**src/rtl/traffic_pkg.sv**
```systemverilog
// Shared light/phase encodings and the per-approach light helper for traffic_controller_n.
// Pure definitions, no latency; no backpressure.
package traffic_pkg;

    localparam logic [1:0] LT_RED    = 2'd0;
    localparam logic [1:0] LT_YELLOW = 2'd1;
    localparam logic [1:0] LT_GREEN  = 2'd2;

    typedef enum logic [1:0] {
        PH_GREEN  = 2'd0,
        PH_YELLOW = 2'd1,
        PH_ALLRED = 2'd2
    } phase_t;

    // Light shown by one approach, given the phase and whether it owns it.
    function automatic logic [1:0] light_lane(input phase_t ph, input logic owner);
        logic [1:0] lane;
        lane = LT_RED;
        if (owner && ph == PH_GREEN)  lane = LT_GREEN;
        if (owner && ph == PH_YELLOW) lane = LT_YELLOW;
        return lane;
    endfunction

endpackage

```
**src/rtl/traffic_rr_pick.sv**
```systemverilog
// Round-robin pick of the first demanding approach after the current one (current excluded).
// Combinational, zero latency; no backpressure.
module traffic_rr_pick #(
    parameter int NUM_WAYS = 4
) (
    input  logic [NUM_WAYS-1:0]         i_demand,
    input  logic [$clog2(NUM_WAYS)-1:0] i_cur,
    output logic [$clog2(NUM_WAYS)-1:0] o_next,
    output logic                        o_vld
);
    localparam int WAY_W = $clog2(NUM_WAYS);

    // Scan from the farthest offset down so the nearest demanding way wins.
    always_comb begin
        o_next = '0;
        o_vld  = 1'b0;
        for (int off = NUM_WAYS - 1; off >= 1; off--) begin
            if (i_demand[(int'(i_cur) + off) % NUM_WAYS]) begin
                o_next = WAY_W'((int'(i_cur) + off) % NUM_WAYS);
                o_vld  = 1'b1;
            end
        end
    end

endmodule

```
**src/rtl/traffic_controller_n.sv**
```systemverilog
// N-approach intersection controller: round-robin green on latched demand, way 0 default, emergency all-red.
// Outputs registered; inputs act on the next clock edge; no backpressure.
module traffic_controller_n
    import traffic_pkg::*;
#(
    parameter int NUM_WAYS  = 4,
    parameter int CNT_W     = 8,
    parameter int MIN_GREEN = 8,
    parameter int MAX_GREEN = 32,
    parameter int YELLOW_T  = 3,
    parameter int ALLRED_T  = 2
) (
    input  logic                        i_clk,
    input  logic                        i_rst_n,
    input  logic [NUM_WAYS-1:0]         i_sensor,
    input  logic                        i_emergency,
    output logic [2*NUM_WAYS-1:0]       o_light,
    output logic [$clog2(NUM_WAYS)-1:0] o_green_way,
    output logic [1:0]                  o_phase
);
    localparam int WAY_W = $clog2(NUM_WAYS);
    localparam logic [CNT_W-1:0] MIN_L = CNT_W'(MIN_GREEN - 1);
    localparam logic [CNT_W-1:0] MAX_L = CNT_W'(MAX_GREEN - 1);
    localparam logic [CNT_W-1:0] YEL_L = CNT_W'(YELLOW_T - 1);
    localparam logic [CNT_W-1:0] RED_L = CNT_W'(ALLRED_T - 1);
    localparam logic [CNT_W-1:0] T_SAT = '1;
    localparam logic [2*NUM_WAYS-1:0] RESET_LIGHT = {{(2*NUM_WAYS-2){1'b0}}, LT_GREEN};

    phase_t               r_phase, w_phase_n;
    logic [WAY_W-1:0]     r_green_way, w_way_n;
    logic [WAY_W-1:0]     r_next_way, w_next_way_n;
    logic [CNT_W-1:0]     r_timer, w_timer_n;
    logic [NUM_WAYS-1:0]  r_pending, w_pending_n;
    logic [2*NUM_WAYS-1:0] r_light, w_light_n;

    logic [NUM_WAYS-1:0]  w_demand;
    logic [WAY_W-1:0]     w_pick_way;
    logic                 w_other;
    logic                 w_enter_green;

    // Main road always wants the phase back when someone else holds it.
    always_comb begin
        w_demand = r_pending | i_sensor;
        if (r_green_way != '0) w_demand[0] = 1'b1;
    end

    traffic_rr_pick #(.NUM_WAYS(NUM_WAYS)) u_pick (
        .i_demand (w_demand),
        .i_cur    (r_green_way),
        .o_next   (w_pick_way),
        .o_vld    (w_other)
    );

    always_ff @(posedge i_clk or negedge i_rst_n) begin
        if (!i_rst_n) begin
            r_phase     <= PH_GREEN;
            r_green_way <= '0;
            r_next_way  <= '0;
            r_timer     <= '0;
            r_pending   <= '0;
            r_light     <= RESET_LIGHT;
        end else begin
            r_phase     <= w_phase_n;
            r_green_way <= w_way_n;
            r_next_way  <= w_next_way_n;
            r_timer     <= w_timer_n;
            r_pending   <= w_pending_n;
            r_light     <= w_light_n;
        end
    end

    always_comb begin
        w_phase_n    = r_phase;
        w_way_n      = r_green_way;
        w_next_way_n = r_next_way;
        case (r_phase)
            PH_GREEN: begin
                if (i_emergency ||
                    (w_other && ((r_timer >= MIN_L && !i_sensor[r_green_way]) || r_timer >= MAX_L))) begin
                    w_phase_n    = PH_YELLOW;
                    w_next_way_n = i_emergency ? '0 : w_pick_way;
                end
            end
            PH_YELLOW: begin
                if (i_emergency) w_next_way_n = '0;
                if (r_timer == YEL_L) w_phase_n = PH_ALLRED;
            end
            PH_ALLRED: begin
                if (i_emergency) begin
                    w_next_way_n = '0;
                end else if (r_timer == RED_L) begin
                    w_phase_n = PH_GREEN;
                    w_way_n   = r_next_way;
                end
            end
            default: w_phase_n = PH_GREEN;
        endcase
    end

    // Preempted all-red keeps the timer at 0 so release always gets a full clearance.
    always_comb begin
        w_enter_green = (r_phase == PH_ALLRED) && (w_phase_n == PH_GREEN);
        if (w_phase_n != r_phase || (r_phase == PH_ALLRED && i_emergency))
            w_timer_n = '0;
        else if (r_timer != T_SAT)
            w_timer_n = r_timer + 1'b1;
        else
            w_timer_n = r_timer;

        w_pending_n = r_pending;
        for (int i = 0; i < NUM_WAYS; i++) begin
            if (i_sensor[i] && !(r_phase == PH_GREEN && r_green_way == WAY_W'(i)))
                w_pending_n[i] = 1'b1;
            if (w_enter_green && r_next_way == WAY_W'(i))
                w_pending_n[i] = 1'b0;
        end

        w_light_n = '0;
        for (int i = 0; i < NUM_WAYS; i++)
            w_light_n[2*i +: 2] = light_lane(w_phase_n, w_way_n == WAY_W'(i));
    end

    assign o_light     = r_light;
    assign o_green_way = r_green_way;
    assign o_phase     = r_phase;

endmodule
```
**config.mk**
```make
export PLATFORM = sky130hd
export DESIGN_NAME = traffic_controller_n
export DESIGN_NICKNAME = d
export VERILOG_FILES = /design/src/rtl/traffic_pkg.sv /design/src/rtl/traffic_rr_pick.sv /design/src/rtl/traffic_controller_n.sv
export SDC_FILE = /design/constraint.sdc
export NUM_CORES = 1
export LEC_CHECK = 0
export CORE_AREA = 2 2 64 66
export DETAILED_ROUTE_END_ITERATION = 8
export DIE_AREA = 0 0 66 68
export GPL_TIMING_DRIVEN = 0
export PLACE_DENSITY = 0.74
export SLEW_MARGIN = 10
export SYNTH_ARGS = -nofsm -noshare
export SYNTH_HDL_FRONTEND = slang
export SYNTH_HIERARCHICAL = 1
export SYNTH_SLANG_ARGS = --single-unit
export TNS_END_PERCENT = 50
```
**constraint.sdc**
```tcl
create_clock -name i_clk -period 6.9 [get_ports i_clk]
set_input_delay 0.69 -clock i_clk [delete_from_list [all_inputs] [get_ports i_clk]]
set_output_delay 0.69 -clock i_clk [all_outputs]
set_load 0.05 [all_outputs]
```
==> flow_summary.yaml, run 1 <==
synth:
  synthArstFlopShare_pct: 100
  ys_seq_elements: 26
  synthFlopType: "dfrtp_1"
  synth_fp_nets: 194
  avgSynthCellArea_sq_um: 9.15
  netlist_instances: 180
  synth_edf_count: 0
  yosysTopAreaCell: "dfrtp_1"
  synth_top_area_share_pct: 38.0
  ys_warn_count: 6
  synth_area_sq_um: 1650
  synth.distinct_cells: 51
  synth_area_leaders: "dfrtp_1, nor2_1, ha_1"
  ys_seq_area_share_pct: 39.6
clocking:
  clock_path_buffers: 2
  htreeDepth: 1
  tritoncts: "done"
  cts_buffers: 3
  cts_hold_buf: 0
  ctsRootBufferMaster: "clkbuf_8"
  post-cts-setup-buffers: 0
  post_cts_resized: 0
  path_clk_slew_ns: 0.09
  insertion_delay_ns: 0.28
  cts_num_sinks: 26
placed_design:
  port_buffers: 18
  hpwlAfterDp_microns: 2460
  finalWeightedCongestion: 0.847
power:
  ir_worst_vdd_v: 0.000220
  p_total_w: 0.000709
  powerDensity_nw_per_um2: 362
  power_leakage_nw: 0.820
floorplan:
  dieArea_sq_um: 4490
  die_width_microns: 66
  start_util_pct: 42.7
  die_h_microns: 68
  io_pins: 19
  core_area_sq_um: 3860
  row_count: 23
min_path:
  hold_path_class: "primary input to async pin"
critical_path:
  worstSetupStartpointType: "primary input"
  path_buf_inv: 1
  end_kind: "register"
  cpMaxStageDelayCell: "clkdlybuf4s50_1"
  required_ns: 7.04
  critPathKind: "primary input to register"
  cp_cell_sequence: "clkdlybuf4s50_1 > or2_2 > mux2i_1 > a32oi_1 > a2bb2oi_1 > nand2b_1 > o22ai_1 > o211ai_1 > o21ai_1 > and2_1 > a41oi_1"
  cp_max_fo: 6
  worst_path_largest_cell_delay_ns: 0.50
  crit_family: "compound AO/OA/AOI/OAI gates"
  cp.arrival_ns: 3.24
sta:
  finalHoldViolCount: 0
  fmax_ghz: 0.323
  final.setup_skew_ns: 0.00652
  finalCritPeriodShare_pct: 44.9
  setup_viol: 0
  whs_ns: 0.417
  worst_pin_slew_ns: 0.634
  slew_headroom_pct: 57.7
  tns_ns: 0
  rsz0062_at_grt: "no"
  drv_slew: 0
  layout_min_cycle_time_ns: 3.10
global_route:
  antenna_found_initial: 0
  grtUsageTotal_pct: 16.4
  first_global_vias: 1240
  grt_max_degree: 27
  grt_pass1_wl_microns: 5630
  grt_remaining_overflow: 0
detailed_routing:
  routed_wl_microns: 3420
  detail-route-antenna-nets: 0
  first_iter_violations: 34
  vias: 1345
  drt_first_pass_iters: 4
  wl_per_cell_microns: 13.6
  drc: 0
  routed_via_density: 5.34
cells_and_area:
  drive_above_1_share_pct: 10.4
  insertedDiodeCount: 0
  nNetsFinal: 217
  fillers: 374
  syn_to_final_growth_pct: 18.8
run_status:
  outcome: "finished clean"
run:
  max-cap-violations: 0
worst paths after layout:
check	slack, ns	end	start	cells past startpoint
worst min register to register	0.52	r_pending[2]$_DFFE_PN0P_	r_next_way[1]$_DFFE_PN0P_	1
min in group i_clk	0.52	r_pending[2]$_DFFE_PN0P_	r_next_way[1]$_DFFE_PN0P_	1
worst max-delay path	3.80	r_pending[3]$_DFFE_PN0P_	i_sensor[2]	11
worst min-delay path	0.42	o_light[2]$_DFF_PN0_	i_rst_n	1
worst max register to register	4.14	r_pending[3]$_DFFE_PN0P_	o_green_way[0]$_DFF_PN0_	10
max in group asynchronous	6.07	o_phase[0]$_DFF_PN0_	i_rst_n	1
placed cells by master, fill, tap and decap left out, types with 2 or more instances in the layout:
| cell | count |
|---|---|
| inv_1 | 16 |
| a22o_1 | 2 |
| mux2_2 | 2 |
| a221oi_1 | 2 |
| or2_2 | 3 |
| nor2b_1 | 4 |
| ha_1 | 7 |
| a21oi_1 | 7 |
| clkdlybuf4s50_1 | 17 |
| a311oi_1 | 2 |
| o22ai_1 | 2 |
| and2_1 | 2 |
| nand4_1 | 2 |
| xnor2_1 | 2 |
| a211oi_1 | 3 |
| nor3_1 | 7 |
| nand3b_1 | 2 |
| xor2_1 | 3 |
| o211ai_1 | 3 |
| nand2_1 | 8 |
| nor2_1 | 26 |
| mux2i_1 | 4 |
| dfrtp_1 | 25 |
| clkbuf_1 | 4 |
| clkbuf_8 | 3 |
| nand3_1 | 12 |
| a41oi_1 | 4 |
metrics by stage:
| step | util (%) | std cells | setup WS, ns | cell area [sq um] |
|---|---|---|---|---|
| 2_1_floorplan | - | 180 | 4.27 | 1650 |
| 3_3_place_gp | 49.0 | 248 | 3.56 | 1890 |
| 3_5_place_dp | 49.0 | 248 | 3.57 | 1890 |
| 4_1_cts | 50.9 | 252 | 3.83 | 1960 |
| 5_1_grt | 50.7 | 252 | 3.61 | 1960 |
| 6_report | 50.7 | 252 | 3.80 | 1960 |
flip-flops by register name (all words and copies together) (netlist names):
name         count
r_pending        4
r_timer          8
o_phase          2
r_next_way       2
o_light          8
o_green_way      2
routing by layer:
layer | wire length (microns) | part of all wire (%) | global-route usage [%]
met2 | 1540 | 45 | 25.8
met4 | 61 | 1.8 | 8.67
met5 | 0 | 0 | 0
met1 | 1680 | 49 | 22.3
met3 | 134 | 3.9 | 1.81
cell type report:
| cell class | instances | area [sq um] | share of cell area (%) |
|---|---|---|---|
| Clock inverter | 1 | 30.0 | 1.53 |
| Buffer | 7 | 38.8 | 1.98 |
| Sequential cell | 26 | 652 | 33.3 |
| Multi-Input combinational cell | 131 | 897 | 45.8 |
| Clock buffer | 3 | 41.3 | 2.11 |
| Inverter | 16 | 60.1 | 3.07 |
| Timing Repair Buffer | 18 | 175 | 8.95 |
| Tap cell | 50 | 62.6 | 3.20 |
report_power, final:
group	total, W	internal, W	switching [W]
logic	0.000362	0.000134	0.000228
registers	0.000219	0.000186	0.0000334
clock network	0.000127	0.0000777	0.0000492
cells in the mapped netlist, types with 2 or more instances:
master	n
mux2_2	2
mux2i_1	4
a21oi_1	7
inv_1	16
ha_1	7
nor2_1	26
xor2_1	3
a311oi_1	2
and2_1	2
or2_2	3
o211ai_1	3
nor2b_1	4
nand3_1	12
nand2_1	8
dfrtp_1	25
xnor2_1	2
a41oi_1	4
a211oi_1	3
nand4_1	2
nor3_1	7
a221oi_1	2
nand3b_1	2
clkbuf_1	4
o22ai_1	2
a22o_1	2
cells by family (layout without fill, tap and decap cells):
group	Yosys count	count (layout)	share of synthesized area [%]
fa+ha+maj	7	7	5.31
mux	6	6	3.80
buf+inv	23	45	6.00
simple gates	71	71	21.4
flops	26	26	39.6
xor+xnor	5	5	2.66
compound gates	42	42	21.3
(Power assumes the default switching activity.)
==> run 2, diff against run 1 <==
Settings changed: PLACE_DENSITY 0.74 to 0.76.
Clock period 6.9 ns to 2.5 ns, I/O delays scaled along.
==> run 2 against run 1 <==
Power rose to 3.1 times the previous value. Clock-buffer cell count unchanged. Sequential share of layout area down 2.4 points. Highest routed layer unchanged. Critical path depth unchanged. Sequential power rose to 2.8 times the previous value. Wire length up 8.6%. Die area unchanged. Clock power rose to 2.7 times the previous value. Combinational power rose to 3.5 times the previous value. Register-to-register slack worse by 4.0 ns. Cell count up 3.2%. Non-clock buffer count up 8.
==> flow_summary.yaml, run 2 (synthesized netlist as in run 1, its figures left out) <==
power:
  p_seq_share_pct: 27.6
  combPwrFrac_pct: 56.7
  clkPwrFrac_pct: 15.6
  internal_power_w: 0.00125
  swShare_pct: 42.9
  power_leakage_nw: 0.895
  p_sw_w: 0.000942
  powerDensity_nw_per_um2: 1040
  ir_worst_vdd_v: 0.000769
min_path:
  whs_path_depth: 3
  hold_path_class: "primary input to register"
  hp-start: "i_sensor[3]"
  whs_endpoint: "r_pending[3]$_DFFE_PN0P_"
sta:
  fmax_ghz: 0.418
  finalHoldViolCount: 0
  worst_slack_ns: 0.108
  finalCritPeriodShare_pct: 95.7
  whs_ns: 0.385
  rsz0062_at_grt: "yes"
  drv_slew: 0
  setup_viol: 0
  worst_pin_slew_ns: 0.563
  layout_min_cycle_time_ns: 2.39
  final.setup_skew_ns: 0.00299
  slew_headroom_pct: 62.5
run:
  max-cap-violations: 0
critical_path:
  cp.arrival_ns: 2.54
  worstSetupStartpointType: "register"
  worst_path_largest_cell_delay_ns: 0.47
  crit_family: "compound AO/OA/AOI/OAI gates"
  required_ns: 2.65
  path_buf_inv: 2
  cpMaxStageDelayCell: "dfrtp_2"
  rr_endpoint: "r_timer[1]$_DFFE_PN0P_"
  cp_cell_sequence: "buf_6 > mux2i_1 > a32oi_1 > a2bb2oi_2 > nand2b_1 > o22ai_2 > nor2_1 > o21ba_2 > o311ai_4 > buf_12 > a211oi_2"
  end_kind: "register"
  cp_max_fo: 8
  reg2reg_depth: 11
  reg2reg_slack_ns: 0.11
  critPathKind: "register to register"
  r2r_start: "o_green_way[0]$_DFF_PN0_"
detailed_routing:
  wl_per_cell_microns: 14.3
  drc: 0
  first_iter_violations: 68
  routed_via_density: 5.68
  drt_first_pass_iters: 4
  detail-route-antenna-nets: 0
  routed_wl_microns: 3720
  vias: 1478
floorplan:
  die_h_microns: 68
  core_area_sq_um: 3860
  dieArea_sq_um: 4490
  start_util_pct: 42.7
  io_pins: 19
  die_width_microns: 66
  row_count: 23
clocking:
  clock_path_buffers: 2
  tritoncts: "done"
  insertion_delay_ns: 0.27
  cts_buffers: 3
  path_clk_slew_ns: 0.09
  htreeDepth: 1
  ctsRootBufferMaster: "clkbuf_8"
  cts_num_sinks: 26
cells_and_area:
  insertedDiodeCount: 0
  drive_above_1_share_pct: 19.5
  syn_to_final_growth_pct: 28.2
  final_util_pct: 54.8
  final_common_cell: "nor2_1"
  nNetsFinal: 225
  final_cell_mix: "nor2_1, dfrtp_1, inv_1, clkdlybuf4s50_1, nand3_1"
placed_design:
  post-place-ws_ns: -0.438
  finalWeightedCongestion: 0.807
  port_buffers: 18
  hpwlAfterDp_microns: 2630
global_route:
  first_global_vias: 1361
  grt_max_degree: 27
  grt_pass1_wl_microns: 6080
  antenna_found_initial: 0
  grtUsageTotal_pct: 17.7
  grt_remaining_overflow: 0
run_status:
  outcome: "finished clean"
-- run 2: cell types whose count changed in the layout (fill, tap and decap cells not counted), moves of 2 or more --
cell             change
a211oi_2             +2
a211oi_1             -2
or2_4                +3
or2_2                -3
dlymetal6s2s_1       +2
clkdlybuf4s50_1      -2
nor3_1               -2
buf_4                +6
-- run 2: worst max path at each step --
| stage | start | endpoint | slack (ns) | cells after the start |
|---|---|---|---|---|
| CTS | i_sensor[3] | r_timer[2]$_DFFE_PN0P_ | 0.03 | 11 |
| finish | o_green_way[0]$_DFF_PN0_ | r_timer[1]$_DFFE_PN0P_ | 0.11 | 11 |
| global placement | i_sensor[3] | r_pending[2]$_DFFE_PN0P_ | -0.40 | 11 |
| floorplan | o_green_way[1]$_DFF_PN0_ | r_pending[0]$_DFFE_PN0P_ | 0.06 | 10 |
| detailed placement | i_sensor[3] | r_pending[2]$_DFFE_PN0P_ | -0.44 | 11 |
| global route | o_green_way[0]$_DFF_PN0_ | r_pending[2]$_DFFE_PN0P_ | -0.01 | 11 |
-- run 2: layout make-up --
type                    count  area [sq um]
plain buffers               7          40.0
clock buffers               3          41.3
clock inverters             1          30.0
fillers                   356          1740
inverters                  16          60.1
multi-input cells         131           970
flip-flops and latches     26           653
well taps                  50          62.6
repair buffers             26           255
-- run 2: worst register-to-register path: stages, from the launching register on --
cell       delay [ns]
dfrtp_2          0.47
buf_6            0.16
mux2i_1          0.11
a32oi_1          0.22
a2bb2oi_2        0.20
nand2b_1         0.09
o22ai_2          0.20
nor2_1           0.07
o21ba_2          0.25
o311ai_4         0.30
buf_12           0.17
a211oi_2         0.04
-- run 2: metrics by stage --
step           cell area [sq um]  power [W]  TNS (ns)  cells
2_1_floorplan               1650    0.00136         0    180
3_3_place_gp                1890    0.00159     -5.78    248
3_5_place_dp                1890    0.00162     -6.64    248
4_1_cts                     2040    0.00213         0    255
5_1_grt                     2110    0.00235   -0.0665    260
6_report                    2110    0.00220         0    260
-- run 2: timing repair --
item	CTS	global route
setup endpoints to repair	15	15
hold buffers	0	1
endpoints found under the hold margin	0	25
gates cloned	0	0
pin swaps	4	5
buffers inserted	3	4
resized for setup	8	12
-- run 2: routing by layer --
layer  wire [microns]  vias up  track usage, %  part of all wire (%)
li1                 -      706               -                     -
met2             1760       65            27.9                    47
met5                0        -               0                     0
met1             1600      700            24.0                    43
met3              270        7            2.63                   7.3
met4               78        0            8.93                   2.1
-- run 2: power groups by stage --
stage,clock [W],combinational (W),sequential (W)
detailed placement,0,0.00101,0.000611
floorplan,0,0.000621,0.000734
global route,0.000371,0.00135,0.000622
finish,0.000343,0.00125,0.000607
global placement,0,0.000988,0.000606
CTS,0.000354,0.00117,0.000605
